File: src/rtl/bulls_cows_core.sv
// bulls_cows_core
// Parametrised Bulls-and-Cows (xAyB) game controller. A secret code of
// NUM_DIGITS digits is entered (switches or LFSR), then guesses are entered
// digit by digit and scored as A (right digit, right place) and B (right
// digit, wrong place). The game ends in WIN on a full match or LOSE when
// chances run out; p0 from either end state starts a new game.
//
// Ports:
//   clk, reset      system clock, synchronous active-high reset
//   p0_pulse        confirm/advance (one-cycle pulse)
//   p1_pulse        back/undo (one-cycle pulse)
//   sw_val/sw_valid switch digit and switch-entry-active flag
//   lfsr_val        random digit source used in SET when sw_valid=0
//   state           0 IDLE,1 SET,2 GUESS,3 SCORE,4 SHOW,5 WIN,6 LOSE
//   digit_idx       position being entered (NUM_DIGITS-1 first)
//   candidate       digit a p0 would commit this cycle
//   target/guess    packed codes, digit i at [i*DIGIT_W +: DIGIT_W]
//   is_random       per target digit: 1 = came from lfsr_val
//   chances         remaining wrong guesses
//   score_a/score_b bulls/cows of the last scored guess
//   score_valid     one-cycle pulse when score_a/score_b update
//   reject          one-cycle pulse when a p0 was refused
//
// Pulse semantics: p0_pulse and p1_pulse carry no handshake; each is a
// single-cycle request that is acted on (or refused via reject) in the cycle
// it is seen. p0 has priority: when both are high, p1 is dropped.
module bulls_cows_core #(
  parameter int NUM_DIGITS  = 4,
  parameter int DIGIT_W     = 4,
  parameter int DIGIT_MAX   = 9,
  parameter int MAX_CHANCES = 5,
  parameter int ALLOW_DUP   = 0
) (
  input  logic                             clk,
  input  logic                             reset,
  input  logic                             p0_pulse,
  input  logic                             p1_pulse,
  input  logic [DIGIT_W-1:0]               sw_val,
  input  logic                             sw_valid,
  input  logic [DIGIT_W-1:0]               lfsr_val,
  output logic [2:0]                       state,
  output logic [$clog2(NUM_DIGITS)-1:0]    digit_idx,
  output logic [DIGIT_W-1:0]               candidate,
  output logic [NUM_DIGITS*DIGIT_W-1:0]    target,
  output logic [NUM_DIGITS*DIGIT_W-1:0]    guess,
  output logic [NUM_DIGITS-1:0]            is_random,
  output logic [$clog2(MAX_CHANCES+1)-1:0] chances,
  output logic [$clog2(NUM_DIGITS+1)-1:0]  score_a,
  output logic [$clog2(NUM_DIGITS+1)-1:0]  score_b,
  output logic                             score_valid,
  output logic                             reject
);

  localparam int IW = $clog2(NUM_DIGITS);
  localparam int CW = $clog2(NUM_DIGITS+1);
  localparam int HW = $clog2(MAX_CHANCES+1);
  // Highest digit value that can actually appear in a DIGIT_W-bit field.
  localparam int VMAX = (DIGIT_MAX < (1 << DIGIT_W)) ? DIGIT_MAX : (1 << DIGIT_W) - 1;

  localparam logic [IW-1:0] LAST_IDX  = IW'(NUM_DIGITS - 1);
  localparam logic [HW-1:0] FULL_CH   = HW'(MAX_CHANCES);
  localparam logic [CW-1:0] ALL_BULLS = CW'(NUM_DIGITS);

  typedef enum logic [2:0] {
    S_IDLE  = 3'd0,
    S_SET   = 3'd1,
    S_GUESS = 3'd2,
    S_SCORE = 3'd3,
    S_SHOW  = 3'd4,
    S_WIN   = 3'd5,
    S_LOSE  = 3'd6
  } state_t;

  state_t                    state_q, state_d;
  logic [IW-1:0]             digit_idx_q;
  logic [NUM_DIGITS*DIGIT_W-1:0] target_q, guess_q;
  logic [NUM_DIGITS-1:0]     is_random_q;
  logic [HW-1:0]             chances_q;
  logic [CW-1:0]             score_a_q, score_b_q;
  logic                      score_valid_q, reject_q;

  logic                      dup_hit, cand_in_range, commit_ok;
  logic [CW-1:0]             bulls, cows, matched, cnt_g, cnt_t;

  // In SET a missing switch entry falls back to the random source.
  always_comb begin
    candidate = sw_val;
    if (state_q == S_SET && !sw_valid) candidate = lfsr_val;
  end

  // Digits are entered from the top index down, so the already-committed
  // digits of the current pass are exactly those above digit_idx. Lower
  // positions in guess may still hold the previous guess and are ignored.
  always_comb begin
    dup_hit = 1'b0;
    for (int i = 0; i < NUM_DIGITS; i++) begin
      if (i > int'(digit_idx_q)) begin
        if (state_q == S_SET) begin
          if (target_q[i*DIGIT_W +: DIGIT_W] == candidate) dup_hit = 1'b1;
        end else begin
          if (guess_q[i*DIGIT_W +: DIGIT_W] == candidate) dup_hit = 1'b1;
        end
      end
    end
  end

  assign cand_in_range = (int'(candidate) <= DIGIT_MAX);
  assign commit_ok = p0_pulse && cand_in_range &&
                     (state_q != S_GUESS || sw_valid) &&
                     (ALLOW_DUP != 0 || !dup_hit);

  // Scoring on the registered guess/target. With unique digits, cows are a
  // plain cross-position match count; with duplicates allowed, cows are the
  // per-value multiset overlap minus the bulls so no digit is counted twice.
  always_comb begin
    bulls   = '0;
    cows    = '0;
    matched = '0;
    cnt_g   = '0;
    cnt_t   = '0;
    for (int i = 0; i < NUM_DIGITS; i++) begin
      if (guess_q[i*DIGIT_W +: DIGIT_W] == target_q[i*DIGIT_W +: DIGIT_W]) bulls = bulls + CW'(1);
    end
    if (ALLOW_DUP == 0) begin
      for (int i = 0; i < NUM_DIGITS; i++) begin
        for (int j = 0; j < NUM_DIGITS; j++) begin
          if (i != j && guess_q[i*DIGIT_W +: DIGIT_W] == target_q[j*DIGIT_W +: DIGIT_W])
            cows = cows + CW'(1);
        end
      end
    end else begin
      for (int v = 0; v <= VMAX; v++) begin
        cnt_g = '0;
        cnt_t = '0;
        for (int i = 0; i < NUM_DIGITS; i++) begin
          if (guess_q[i*DIGIT_W +: DIGIT_W] == DIGIT_W'(v))  cnt_g = cnt_g + CW'(1);
          if (target_q[i*DIGIT_W +: DIGIT_W] == DIGIT_W'(v)) cnt_t = cnt_t + CW'(1);
        end
        matched = matched + ((cnt_g < cnt_t) ? cnt_g : cnt_t);
      end
      cows = matched - bulls;
    end
  end

  // State register.
  always_ff @(posedge clk) begin
    if (reset) state_q <= S_IDLE;
    else       state_q <= state_d;
  end

  // Next-state logic.
  always_comb begin
    state_d = state_q;
    case (state_q)
      S_IDLE:  if (p0_pulse) state_d = S_SET;
      S_SET:   if (commit_ok && digit_idx_q == '0) state_d = S_GUESS;
      S_GUESS: if (commit_ok && digit_idx_q == '0) state_d = S_SCORE;
      S_SCORE: begin
        if (bulls == ALL_BULLS)          state_d = S_WIN;
        else if (chances_q <= HW'(1))    state_d = S_LOSE;
        else                             state_d = S_SHOW;
      end
      S_SHOW:  if (p0_pulse) state_d = S_GUESS;
      S_WIN,
      S_LOSE:  if (p0_pulse) state_d = S_IDLE;
      default: state_d = S_IDLE;
    endcase
  end

  // Datapath registers.
  always_ff @(posedge clk) begin
    if (reset) begin
      digit_idx_q   <= LAST_IDX;
      target_q      <= '0;
      guess_q       <= '0;
      is_random_q   <= '0;
      chances_q     <= FULL_CH;
      score_a_q     <= '0;
      score_b_q     <= '0;
      score_valid_q <= 1'b0;
      reject_q      <= 1'b0;
    end else begin
      score_valid_q <= 1'b0;
      reject_q      <= 1'b0;
      case (state_q)
        S_IDLE: begin
          if (p0_pulse) begin
            digit_idx_q <= LAST_IDX;
            chances_q   <= FULL_CH;
            is_random_q <= '0;
            score_a_q   <= '0;
            score_b_q   <= '0;
          end
        end
        S_SET, S_GUESS: begin
          if (p0_pulse) begin
            if (commit_ok) begin
              for (int i = 0; i < NUM_DIGITS; i++) begin
                if (digit_idx_q == IW'(i)) begin
                  if (state_q == S_SET) begin
                    target_q[i*DIGIT_W +: DIGIT_W] <= candidate;
                    is_random_q[i]                 <= ~sw_valid;
                  end else begin
                    guess_q[i*DIGIT_W +: DIGIT_W]  <= candidate;
                  end
                end
              end
              if (digit_idx_q == '0) begin
                // SET wraps to the top for guessing; GUESS moves on to SCORE,
                // and SHOW reloads the index before the next guess.
                if (state_q == S_SET) digit_idx_q <= LAST_IDX;
              end else begin
                digit_idx_q <= digit_idx_q - IW'(1);
              end
            end else begin
              reject_q <= 1'b1;
            end
          end else if (p1_pulse && digit_idx_q != LAST_IDX) begin
            digit_idx_q <= digit_idx_q + IW'(1);
          end
        end
        S_SCORE: begin
          score_a_q     <= bulls;
          score_b_q     <= cows;
          score_valid_q <= 1'b1;
          if (bulls != ALL_BULLS && chances_q != '0) chances_q <= chances_q - HW'(1);
        end
        S_SHOW: begin
          if (p0_pulse) digit_idx_q <= LAST_IDX;
        end
        S_WIN, S_LOSE: begin
          if (p0_pulse) begin
            digit_idx_q <= LAST_IDX;
            target_q    <= '0;
            guess_q     <= '0;
            is_random_q <= '0;
            chances_q   <= FULL_CH;
            score_a_q   <= '0;
            score_b_q   <= '0;
          end
        end
        default: ;
      endcase
    end
  end

  assign state       = state_q;
  assign digit_idx   = digit_idx_q;
  assign target      = target_q;
  assign guess       = guess_q;
  assign is_random   = is_random_q;
  assign chances     = chances_q;
  assign score_a     = score_a_q;
  assign score_b     = score_b_q;
  assign score_valid = score_valid_q;
  assign reject      = reject_q;

endmodule
File: config.mk
export PLATFORM = sky130hd
export DESIGN_NAME = bulls_cows_core
export DESIGN_NICKNAME = d
export VERILOG_FILES = /design/src/rtl/bulls_cows_core.sv
export SDC_FILE = /design/constraint.sdc
export NUM_CORES = 1
export LEC_CHECK = 0
export ABC_AREA = 0
export BUFFER_PORTS_ARGS = -buffer_cell sky130_fd_sc_hd__buf_2
export CAP_MARGIN = 5
export CORE_ASPECT_RATIO = 0.8
export CORE_MARGIN = 2
export CORE_UTILIZATION = 40
export CTS_CLUSTER_DIAMETER = 30
export DETAILED_ROUTE_END_ITERATION = 8
export HOLD_SLACK_MARGIN = 0.03
export PLACE_DENSITY = 0.68
export SETUP_SLACK_MARGIN = 0.3
export SYNTH_ARGS = -nofsm -noshare
export SYNTH_HDL_FRONTEND = slang
export SYNTH_SLANG_ARGS = --single-unit
File: constraint.sdc
create_clock -name clk -period 6.15 [get_ports clk]
set_clock_uncertainty 0.05 [all_clocks]
set_input_delay 0.9225 -clock clk [delete_from_list [all_inputs] [get_ports clk]]
set_output_delay 0.9225 -clock clk [all_outputs]
set_load 0.02 [all_outputs]
Word-level counts from Yosys, hierarchy flattened
Cells that the tools add are included.
- bitwise logic cells: 3
- equal/unequal tests: 54
- divide/modulo/power cells: 0
- reductions and logical operators: 38
- order comparisons: 5
- shifts and indexed selects: 0
- $add $sub $neg: 17
- $mul: 0
- multiplexer cells: 77
- operators with widths (cell ; number):
    $eq A4 B4 Y1 ; 22
    $mux W16 ; 5
    $reduce_and A6 Y1 ; 12
    $pmux W16 S2 ; 2
    $mux W3 ; 21
    $mux W4 ; 14
    $add A3 B1 Y3 const B ; 14
    $ne A2 B2 Y1 const B ; 14
    $mux W1 ; 21
    $pmux W3 S2 ; 3
    $pmux W3 S6 ; 1
    $mux W2 ; 8
    $eq A3 B3 Y1 const B ; 4
    $reduce_and A5 Y1 ; 2
    $ne A3 B3 Y1 const B ; 3
    $pmux W4 S2 ; 1
    $reduce_bool A2 Y1 ; 4
    $logic_and A1 B1 Y1 ; 7
    $eq A3 B2 Y1 const B ; 2
    $ne A2 B1 Y1 const B ; 3
    $reduce_or A3 Y1 ; 2
    $eq A2 B2 Y1 const B ; 2
    $gt A2 B2 Y1 const A ; 2
    $le A4 B4 Y1 const B ; 1
    other kinds (20) ; 24
- memories kept: 0
- bits in latches: 0
- output and inout bits: 56
- memory bits (writable): 0
- input bits: 13
- bits in read-only memories: 0
- flip-flop bits (word level): 52

Longest topological paths before layout
Gate-level depths: netlist of run 1.
- depth after elaboration: 25
- mapped depth: 36
- mapped depth without buffers: 35

Least setup slack after synthesis of run 1
No wires, ideal clock.
- kind: reg2reg
- start: register target_q[7] (netlist: target[7])
- end: register score_b_q[2] (netlist: score_b[2])
- data required time: 5.978 ns
- buffers on the path: 1
- cell stages (with the launch flop): 36
- slack: -0.343 ns
- library setup time: 0.122 ns
- arrival: 6.321 ns
- cell sequence: dfxtp_1 > clkbuf_1 > xnor2_1 > and4_1 > ha_1 > xnor2_1 > inv_1 > ha_1 > xnor3_1 > mux2i_1 > nand2_1 > o21a_1 > nor2_1 > a21oi_1 > ha_1 > nand3b_1 > o221a_2 > o21ai_0 > xnor2_1 > mux2_2 > ha_1 > xnor2_1 > xnor2_1 > nand3_1 > o211a_1 > ha_1 > nand2_1 > nand2_1 > ha_1 > nand2_1 > xnor2_1 > xnor2_1 > xnor2_1 > nor3b_1 > mux2i_1 > nand3_1
- word-level cells in the longest chain between the ends: 25
- elaborated cells between the ends (all ways): 27
- classes of those cells: 11 x add/sub; 3 x eq/ne; 13 x mux
- ends and longest elaborated chain (item ; line ; text):
    start: declaration ; 76 ; logic [NUM_DIGITS*DIGIT_W-1:0] target_q, guess_q;
    start signal: indexed assignment ; 201 ; target_q[i*DIGIT_W +: DIGIT_W] <= candidate;
    $eq A4 B4 Y1 ; 127 ; if (i != j && guess_q[i*DIGIT_W +: DIGIT_W] == target_q[j*DIGIT_W +: DIGIT_W])
    $mux W1 ; 127 ;
    $add A3 B1 Y3 ; 128 ; cows = cows + CW'(1);
    $mux W3 ; 127 ;
    $add A3 B1 Y3 ; 128 ;
    $mux W3 ; 127 ;
    $add A3 B1 Y3 ; 128 ;
    $mux W3 ; 127 ;
    (+9 left out) ; - ;
    $mux W3 ; 127 ;
    $add A3 B1 Y3 ; 128 ;
    $mux W3 ; 127 ;
    $add A3 B1 Y3 ; 128 ;
    $mux W3 (*) ; 127 ;
    $add A3 B1 Y3 ; 128 ;
    $mux W3 (*) ; 127 ;
    $pmux W3 S2 (*) ; 185 ; case (state_q)
    end signal: assignment ; 224 ; score_b_q <= cows;
    end: declaration ; 79 ; logic [CW-1:0] score_a_q, score_b_q;
Mark *: on every way between the ends. The rest lies on a longest branch, timed or not.
A chain may end at the register's enable or synchronous reset.

Worst setup path after layout of run 1
- start: register guess_q[1] (netlist: guess[1])
- end: register score_b_q[2] (netlist: score_b[2])
- word-level cells in the longest chain between the ends: 25
- elaborated cells between the ends (all ways): 27
- classes of those cells: 11 x add/sub; 3 x eq/ne; 13 x mux
- ends and longest elaborated chain (item ; line ; text):
    start: declaration ; 76 ;
    start signal: indexed assignment ; 204 ; guess_q[i*DIGIT_W +: DIGIT_W] <= candidate;
    $eq A4 B4 Y1 ; 127 ;
    $mux W1 ; 127 ;
    $add A3 B1 Y3 ; 128 ;
    $mux W3 ; 127 ;
    $add A3 B1 Y3 ; 128 ;
    $mux W3 (*) ; 127 ;
    $add A3 B1 Y3 ; 128 ;
    $mux W3 (*) ; 127 ;
    (+9 left out) ; - ;
    $mux W3 (*) ; 127 ;
    $add A3 B1 Y3 ; 128 ;
    $mux W3 (*) ; 127 ;
    $add A3 B1 Y3 ; 128 ;
    $mux W3 (*) ; 127 ;
    $add A3 B1 Y3 ; 128 ;
    $mux W3 (*) ; 127 ;
    $pmux W3 S2 (*) ; 185 ;
Marked as above.

==> flow_summary.yaml, run 1 <==
global_route:
  grt_max_degree: 52
  grt_usage: 0.212
  antenna_found_initial: 0
  grt_pass1_vias: 4059
  grt_pass1_wl_um: 21500
  overflow: 0
cts:
  cts_root_buf: "clkbuf_16"
  tritoncts: "done"
  cts.clk_slew.worst_paths_ns: 0.07
  cts_inserted_buffers: 5
  max-clock-path-buffers: 2
  worstSkewPairLatency_ns: 0.29
  cts.htree.levels: 2
  cts.sinks: 52
drt:
  wl_um: 13400
  vias_per_cell: 5.40
  drt-initial-drc-count: 284
  drc: 0
  wl_per_cell_um: 17.4
  ant_nets: 0
  via_count: 4167
  first_pass_iters: 5
setup_path:
  r2r_slack_ns: 0.15
  crit_required_ns: 6.28
  critPathSlowestCell: "dfxtp_4"
  cp-end-kind: "flop"
  cpMostUsedCell: "xnor2_1"
  setup.worst_path.start_class: "flop"
  worstPathMaxFanout: 5
  worstSetupPathType: "reg -> reg"
  worst_ep_arrival_time_ns: 6.13
  timing.rr.end: "score_b[2]$_SDFFE_PP0P_"
  worst_r2r_startpoint: "guess[1]$_SDFFE_PP0P_"
  cpPeakStageDelay_ns: 0.38
  r2r_cells: 34
floorplan:
  initial_utilization: 0.411
  die_w_um: 126
  core_um2: 11600
  die_h_um: 101
  placementRows: 35
  die-area_um2: 12800
  io_pins: 69
sta:
  setup-violations-final: 0
  fmaxAchievable_ghz: 0.167
  maxSlewViolCount: 0
  tightest_slew_ns: 1.10
  fin_crit_sh: 0.975
  finalSetupTns_ns: 0
  slew-limit-headroom: 0.258
  hold_viol_final: 0
  timing.hold.ws_ns: 0.406
  min_period_ns: 6.00
  rsz0062_at_grt: "true"
power:
  irDropWorstVdd_v: 0.000197
  p_leak_uw: 0.00301
  p_per_area_nw_per_um2: 262
  finalPower_uw: 1530
yosys:
  syn-num-nets: 587
  async_reset_ff_frac: 0
  synth.avg_cell_area_um2: 8.64
  ys.flop_type: "dfxtp_1"
  ys_seq_area_frac: 0.219
  synth-seq-cells: 52
  synth_edf_count: 0
  yosysUniqueCellTypes: 74
  ys_warn_count: 0
  syn_inst: 550
  syn_area_um2: 4750
placed_design:
  dp_hpwl_um: 10200
  io_buffers: 68
  gp_congestion: 0.921
  placed_area_um2: 5370
layout:
  syn2layout_area_growth_pct: 22.6
  nets: 660
  antenna_cells: 0
  layout_commonest_cell: "buf_2"
  drive_gt1_frac: 0.321
  final_cell_mix: "buf_2 (68), xor2_1 (61), nor2_1 (52), mux2i_1 (49), buf_4 (49)"
  stdcell_area_um2: 5830
min_path:
  worstHoldStart: "score_b[0]$_SDFFE_PP0P_"
  hp-class: "reg -> reg"
  hold_path_depth: 2
  min_to: "score_b[0]$_SDFFE_PP0P_"
outcome:
  outcome: "finished, final reports clean"
run:
  maxCapViolCount: 0
==> layout make-up <==
| type | count | area, um2 |
|---|---|---|
| Clock inverter | 2 | 35.0 |
| Clock buffer | 6 | 129 |
| Sequential cell | 52 | 1070 |
| Timing Repair Buffer | 117 | 708 |
| Tap cell | 148 | 185 |
| Fill cell | 1101 | 5740 |
| Multi-Input combinational cell | 419 | 3590 |
| Inverter | 28 | 108 |
==> routing by layer <==
metal	part of all wire	global-route usage	up-vias
li1	-	-	2015
met1	0.47	0.304	1986
met2	0.44	0.335	154
met3	0.085	0.0454	12
met4	0.0057	0.0330	0
met5	0	0	-
==> logic make-up after synthesis <==
kind of cell | after synthesis | share of synthesized area
multiplexers | 55 | 0.117
XOR/XNOR | 115 | 0.225
AO/OA/AOI/OAI | 74 | 0.134
adder cells (fa/ha/maj) | 24 | 0.0648
buffers and inverters | 79 | 0.0703
flip-flops | 52 | 0.219
AND/OR/NAND/NOR | 151 | 0.170
==> worst max-delay path, delay by kind of cell (launching register included) <==
family	cells	cell delay [ns]
compound gates	6	0.80
xor+xnor	9	1.50
fa+ha+maj	6	1.42
buf+inv	1	0.19
flops	1	0.38
mux	3	0.73
simple gates	9	0.81
==> registers in the layout (all words and copies together) (netlist names) <==
name / cells
guess: 16
is_random: 4
score_valid: 1
target: 16
chances: 3
state: 3
score_b: 3
digit_idx: 2
reject: 1
score_a: 3
==> power breakdown <==
part	switching (uW)	leakage (uW)	internal, uW
sequential	5.88	0.000429	339
combinational	401	0.00250	465
clock	126	0.0000808	192
total	533	0.00301	995
==> what timing repair did <==
item	CTS	global route
resized for setup	23	5
setup buffers	17	2
hold buffers	0	0
setup endpoints to repair	2	2
hold endpoints to repair	0	0
pin swaps	19	9
==> how the worst max path moves through the flow <==
stage	startpoint	end	slack, ns
4_1_cts	guess[2]$_SDFFE_PP0P_	score_b[2]$_SDFFE_PP0P_	0.21
3_5_place_dp	guess[2]$_SDFFE_PP0P_	score_b[2]$_SDFFE_PP0P_	-0.21
2_1_floorplan	target[7]$_SDFFE_PP0P_	score_b[2]$_SDFFE_PP0P_	0.16
6_report	guess[1]$_SDFFE_PP0P_	score_b[2]$_SDFFE_PP0P_	0.15
3_3_place_gp	guess[2]$_SDFFE_PP0P_	score_b[2]$_SDFFE_PP0P_	0.04
5_1_grt	guess[0]$_SDFFE_PP0P_	score_b[2]$_SDFFE_PP0P_	-0.25
==> per-stage QoR <==
stage / utilization / worst slack, ns / std cells
global route: 0.504 / -0.253 / 772
finish: 0.504 / 0.155 / 772
global placement: 0.464 / 0.0444 / 745
floorplan: - / 0.165 / 550
CTS: 0.500 / 0.212 / 770
detailed placement: 0.464 / -0.215 / 745
==> synth_stat cells, drive strengths merged, types with 3 or more instances <==
library cell  number  area share
a211oi             4      0.0084
a21oi             14       0.015
a31oi             10       0.032
buf               24       0.026
clkbuf            27       0.021
dfxtp             52        0.22
ha                23       0.061
inv               28       0.023
mux2               3      0.0071
mux2i             52        0.11
nand2             33       0.026
nand2b             8       0.011
nand3              9      0.0095
nand4              7      0.0092
nor2              52       0.041
nor3               9      0.0095
nor4              13       0.029
o21ai             13       0.014
o22ai              3      0.0039
o31ai              3      0.0047
or2                3      0.0039
or3                3      0.0039
xnor2             50       0.098
xor2              63        0.12
(Power assumes the default switching activity.)
==> run 2: changes to the inputs <==
--- a/config.mk
+++ b/config.mk
@@ -5,7 +5,7 @@
 export SDC_FILE = /design/constraint.sdc
 export NUM_CORES = 1
 export LEC_CHECK = 0
-export ABC_AREA = 0
+export ABC_AREA = 1
 export BUFFER_PORTS_ARGS = -buffer_cell sky130_fd_sc_hd__buf_2
 export CAP_MARGIN = 5
 export CORE_ASPECT_RATIO = 0.8
@@ -14,7 +14,7 @@
 export CTS_CLUSTER_DIAMETER = 30
 export DETAILED_ROUTE_END_ITERATION = 8
 export HOLD_SLACK_MARGIN = 0.03
-export PLACE_DENSITY = 0.68
+export PLACE_DENSITY = 0.67
 export SETUP_SLACK_MARGIN = 0.3
 export SYNTH_ARGS = -nofsm -noshare
 export SYNTH_HDL_FRONTEND = slang
==> run 2 against run 1 <==
  * Largest cell class unchanged
  * Critical path depth increased by 8
  * Highest routed layer unchanged
  * Die area increased by 0.20%
  * Design area decreased by 1.2%
  * Non-clock buffer count decreased by 26
  * Flip-flop and latch count unchanged
==> flow_summary.yaml, run 2 <==
outcome:
  outcome: "finished, final reports clean"
floorplan:
  placementRows: 35
  die-area_um2: 12800
  core_um2: 11600
  die_w_um: 126
  initial_utilization: 0.412
  io_pins: 69
  die_h_um: 102
yosys:
  ys_top_cells_by_count: "nand2_1 (170), inv_1 (79), nand3_1 (61), nor2_1 (61), a21oi_1 (54)"
  synthAdderAreaFrac: 0.0646
  synth-seq-cells: 52
  async_reset_ff_frac: 0
  yosys.area_share.simple: 0.360
  synth.avg_cell_area_um2: 6.47
  ys_warn_count: 0
  synthXorXnorAreaFrac: 0.103
  syn_inst: 736
  ys.flop_type: "dfxtp_1"
  yosysTopAreaCell: "dfxtp_1"
  yosysMostFrequentCell: "nand2_1"
  yosysUniqueCellTypes: 45
  synth_top_family_by_area: "simple AND/OR/NAND/NOR gates"
  synthTopCellsByArea: "dfxtp_1 (22%), nand2_1 (13%), xor2_1 (6.8%)"
  syn-num-nets: 773
  synth_compound_area_frac: 0.152
  synth_top_area_share: 0.219
  ys_seq_area_frac: 0.219
  synth_mux_area_frac: 0.00210
  syn_area_um2: 4760
  synth_edf_count: 0
drt:
  drt-initial-drc-count: 491
  wl_per_cell_um: 15.5
  first_pass_iters: 5
  wl_um: 14800
  drc: 0
  via_count: 5018
  ant_nets: 0
  vias_per_cell: 5.25
layout:
  syn2layout_area_growth_pct: 20.8
  drive_gt1_frac: 0.263
  multi_input_area_um2: 3460
  nets: 843
  antenna_cells: 0
  seqCellArea_um2: 1060
  final_cell_mix: "nand2_1 (161), inv_1 (76), buf_2 (68), nor2_1 (59), a21oi_1 (53)"
  num-fill-cells: 1195
  layout_commonest_cell: "nand2_1"
setup_path:
  worstSetupPathType: "reg -> reg"
  cp-end-kind: "flop"
  crit_required_ns: 6.33
  worstPathMaxFanout: 4
  crit_end: "score_b[2]$_SDFFE_PP0P_"
  r2r_cells: 42
  setup.worst_path.start_class: "flop"
  worst_ep_arrival_time_ns: 5.82
  r2r_slack_ns: 0.51
  worst_r2r_startpoint: "guess[1]$_SDFFE_PP0P_"
  cpPeakStageDelay_ns: 0.40
  critPathSlowestCell: "dfxtp_4"
  cpMostUsedCell: "nand2_1"
  timing.rr.end: "score_b[2]$_SDFFE_PP0P_"
  cp-startpoint: "guess[1]$_SDFFE_PP0P_"
sta:
  finalSetupTns_ns: 0
  fmaxAchievable_ghz: 0.177
  setup-violations-final: 0
  maxSlewViolCount: 0
  fin_crit_sh: 0.917
  rsz0062_at_grt: "false"
  hold_viol_final: 0
  slew-limit-headroom: 0.393
  tightest_slew_ns: 0.910
  min_period_ns: 5.64
global_route:
  grt_max_degree: 30
  grt_usage: 0.223
  grt_pass1_wl_um: 23000
  grt_pass1_vias: 4408
  antenna_found_initial: 0
  overflow: 0
run:
  maxCapViolCount: 0
cts:
  cts_hold_buf: 0
  cts.htree.levels: 2
  max-clock-path-buffers: 2
  cts_inserted_buffers: 5
  cts.clk_slew.worst_paths_ns: 0.07
  worstSkewPairLatency_ns: 0.30
  cts_root_buf: "clkbuf_16"
  cts.sinks: 52
  tritoncts: "done"
placed_design:
  dp_hpwl_um: 11100
  io_buffers: 68
  gp_congestion: 0.880
min_path:
  hp-class: "reg -> reg"
==> run 2: layout make-up <==
type	count	share of cell area
Tap cell	148	0.0322
Inverter	86	0.0570
Timing Repair Buffer	91	0.0892
Clock inverter	3	0.0157
Sequential cell	52	0.184
Multi-Input combinational cell	570	0.601
Clock buffer	5	0.0217
==> run 2: through the flow <==
| step | hold WS (ns) | util | instance area, um2 | cells | worst slack [ns] |
|---|---|---|---|---|---|
| finish | 0.400 | 0.498 | 5750 | 955 | 0.510 |
| global route | 0.421 | 0.498 | 5750 | 955 | 0.179 |
| CTS | 0.407 | 0.478 | 5520 | 951 | 0.307 |
| detailed placement | 0.392 | 0.456 | 5270 | 942 | 0.173 |
| global placement | 0.390 | 0.456 | 5270 | 942 | 0.260 |
| floorplan | 0.481 | - | 4760 | 736 | 0.331 |
==> run 2: logic make-up after synthesis <==
| group | Yosys count |
|---|---|
| AOI/OAI and AO/OA | 125 |
| xor gates and xnor gates | 56 |
| adders and majority gates | 24 |
| buffers and inverters | 114 |
| DFF | 52 |
| muxes | 1 |
| and+or+nand+nor | 364 |
==> run 2: critical path, delay by kind of cell, from the launching register on <==
family	cells	cell delay, ns
AND/OR/NAND/NOR	28	2.72
XOR/XNOR	4	0.64
adder cells (fa/ha/maj)	6	1.46
flip-flops	1	0.40
buffers and inverters	3	0.15
AO/OA/AOI/OAI	1	0.13
==> run 2: routing by layer <==
| metal | vias up | track usage | part of all wire |
|---|---|---|---|
| li1 | 2506 | - | - |
| met1 | 2304 | 0.339 | 0.49 |
| met2 | 190 | 0.331 | 0.42 |
| met3 | 18 | 0.0417 | 0.077 |
| met4 | 0 | 0.0372 | 0.0097 |
| met5 | - | 0 | 0 |
==> run 2: worst min path at each step <==
| stage | start | to | slack [ns] | cells after the start |
|---|---|---|---|---|
| floorplan | score_b[0]$_SDFFE_PP0P_ | score_b[0]$_SDFFE_PP0P_ | 0.48 | 2 |
| detailed placement | score_b[1]$_SDFFE_PP0P_ | score_b[1]$_SDFFE_PP0P_ | 0.39 | 2 |
| finish | score_b[1]$_SDFFE_PP0P_ | score_b[1]$_SDFFE_PP0P_ | 0.40 | 2 |
| global placement | score_b[0]$_SDFFE_PP0P_ | score_b[0]$_SDFFE_PP0P_ | 0.39 | 2 |
| global route | score_b[1]$_SDFFE_PP0P_ | score_b[1]$_SDFFE_PP0P_ | 0.42 | 2 |
| CTS | score_b[1]$_SDFFE_PP0P_ | score_b[1]$_SDFFE_PP0P_ | 0.41 | 2 |
==> run 2: what timing repair did <==
| item | 4_1_cts | 5_1_grt |
|---|---|---|
| pin swaps | 6 | 24 |
| cloned | 0 | 0 |
| setup endpoints to repair | 1 | 2 |
| setup buffers | 1 | 4 |
| resized for setup | 11 | 52 |
Power of run 2 is not shown: default switching activity piles up to over one toggle a cycle in this logic, so the estimate is an artifact.
==> run 3: changes to the inputs <==
--- a/config.mk
+++ b/config.mk
@@ -14,7 +14,6 @@
 export CTS_CLUSTER_DIAMETER = 30
 export DETAILED_ROUTE_END_ITERATION = 8
 export HOLD_SLACK_MARGIN = 0.03
-export PLACE_DENSITY = 0.67
 export SETUP_SLACK_MARGIN = 0.3
 export SYNTH_ARGS = -nofsm -noshare
 export SYNTH_HDL_FRONTEND = slang
==> run 3 against run 2 <==
  * Core utilization is 0.67 points higher
  * Routed wire length is 3.5% higher
  * Maximum frequency is 2.1% higher
  * Via count is 0.34% higher
  * Highest routed layer unchanged
  * Worst hold slack better by 0.0055 ns
  * Non-clock buffer count is 8 higher
  * Cell count is 0.84% higher
  * Setup slack better by 0.12 ns
  * Sequential share of layout area is 0.14 points lower
  * Design area is 1.3% higher
  * Flip-flop and latch count stayed put
==> flow_summary.yaml, run 3 (synthesized netlist as in run 2, its figures left out) <==
global_route:
  grt_usage: 0.236
  grt_pass1_wl_um: 24100
  grt_pass1_vias: 4679
  grt_max_degree: 30
  antenna_found_initial: 0
  overflow: 0
floorplan:
  placementRows: 35
  io_pins: 69
  initial_utilization: 0.412
  die_w_um: 126
  die_h_um: 102
  core_um2: 11600
  die-area_um2: 12800
sta:
  min_period_ns: 5.52
  fin_crit_sh: 0.898
  maxSlewViolCount: 0
  setup-violations-final: 0
  hold_viol_final: 0
  rsz0062_at_grt: "false"
  slew-limit-headroom: 0.387
  tightest_slew_ns: 0.918
  fmaxAchievable_ghz: 0.181
setup_path:
  worst_ep_arrival_time_ns: 5.71
  worstPathMaxFanout: 4
  crit_required_ns: 6.33
  setup.worst_path.start_class: "flop"
  cp-end-kind: "flop"
  worstSetupPathType: "reg -> reg"
  critPathSlowestCell: "dfxtp_4"
  cpPeakStageDelay_ns: 0.37
drt:
  drc: 0
  drt-initial-drc-count: 374
  ant_nets: 0
  first_pass_iters: 5
  wl_um: 15300
  vias_per_cell: 5.23
  wl_per_cell_um: 15.9
  via_count: 5035
layout:
  drive_gt1_frac: 0.274
  layout_commonest_cell: "nand2_1"
  nets: 851
  antenna_cells: 0
  final_cell_mix: "nand2_1 (158), inv_1 (73), buf_2 (68), nor2_1 (59), a21oi_1 (53)"
  syn2layout_area_growth_pct: 22.4
  num-fill-cells: 1223
  multi_input_area_um2: 3520
  instances_no_fill: 963
  seqCellArea_um2: 1060
cts:
  cts_hold_buf: 0
  cts.clk_slew.worst_paths_ns: 0.07
  max-clock-path-buffers: 2
  cts.sinks: 52
  cts_root_buf: "clkbuf_16"
  cts.htree.levels: 2
  cts_inserted_buffers: 5
  worstSkewPairLatency_ns: 0.30
  tritoncts: "done"
placed_design:
  gp_congestion: 0.915
  io_buffers: 68
  dp_hpwl_um: 11700
  place_inst: 938
min_path:
  hp-class: "reg -> reg"
run:
  maxCapViolCount: 0
outcome:
  outcome: "finished, final reports clean"
-- run 3: cell count changes in the layout (fill, tap and decap cells not counted), moves of 2 or more --
cell / previous run / this run
buf_4: 23 / 27
buf_6: 0 / 4
dfxtp_2: 6 / 2
bufinv_16: 3 / 0
dfxtp_4: 2 / 5
inv_1: 76 / 73
nand2_1: 161 / 158
nand2_4: 7 / 10
nand3_2: 16 / 13
clkbuf_1: 0 / 2
ha_4: 5 / 7
inv_4: 2 / 4
nand3_4: 1 / 3
-- run 3: metal layers --
layer / wire [um] / share of wire / up-vias / track usage
met2: 6590 / 0.43 / 178 / 0.366
met5: 0 / 0 / - / 0
li1: - / - / 2514 / -
met4: 98 / 0.0064 / 0 / 0.0347
met1: 7390 / 0.48 / 2332 / 0.340
met3: 1250 / 0.081 / 11 / 0.0571
-- run 3: repair_timing --
action,4_1_cts,5_1_grt
setup buffers,10,7
pin swaps,12,31
setup endpoints to repair,1,2
gates resized for setup,24,58
-- run 3: worst paths after layout --
kind | from | to | depth (start not counted) | slack, ns
setup / recovery | guess[1]$_SDFFE_PP0P_ | score_b[2]$_SDFFE_PP0P_ | 44 | 0.63
hold / removal | score_b[1]$_SDFFE_PP0P_ | score_b[1]$_SDFFE_PP0P_ | 2 | 0.41
setup reg to reg | guess[1]$_SDFFE_PP0P_ | score_b[2]$_SDFFE_PP0P_ | 44 | 0.63
hold reg to reg | score_b[1]$_SDFFE_PP0P_ | score_b[1]$_SDFFE_PP0P_ | 2 | 0.41
-- run 3: final cells by class --
cell class / instances / share of cell area
clock buffers: 8 / 0.0251
inverters: 86 / 0.0571
well taps: 148 / 0.0318
flip-flops and latches: 52 / 0.182
multi-input cells: 570 / 0.603
repair buffers: 99 / 0.101
-- run 3: metrics by stage --
stage	util	setup TNS (ns)	worst slack, ns	cell area, um2	hold slack (ns)
after floorplan	-	0	0.331	4760	0.481
after global placement	0.453	0	0.157	5240	0.387
after detailed placement	0.453	-0.0215	-0.0215	5240	0.388
after CTS	0.478	0	0.305	5530	0.409
after global routing	0.504	0	0.197	5830	0.429
final	0.504	0	0.626	5830	0.406
-- run 3: critical path: cells and delay by family, from the launching register on --
family,cells,cell delay [ns]
buf+inv,10,0.99
simple gates,24,2.24
compound gates,1,0.11
fa+ha+maj,5,1.02
xor+xnor,4,0.67
flops,1,0.37
Power of run 3 is left out for the same reason.
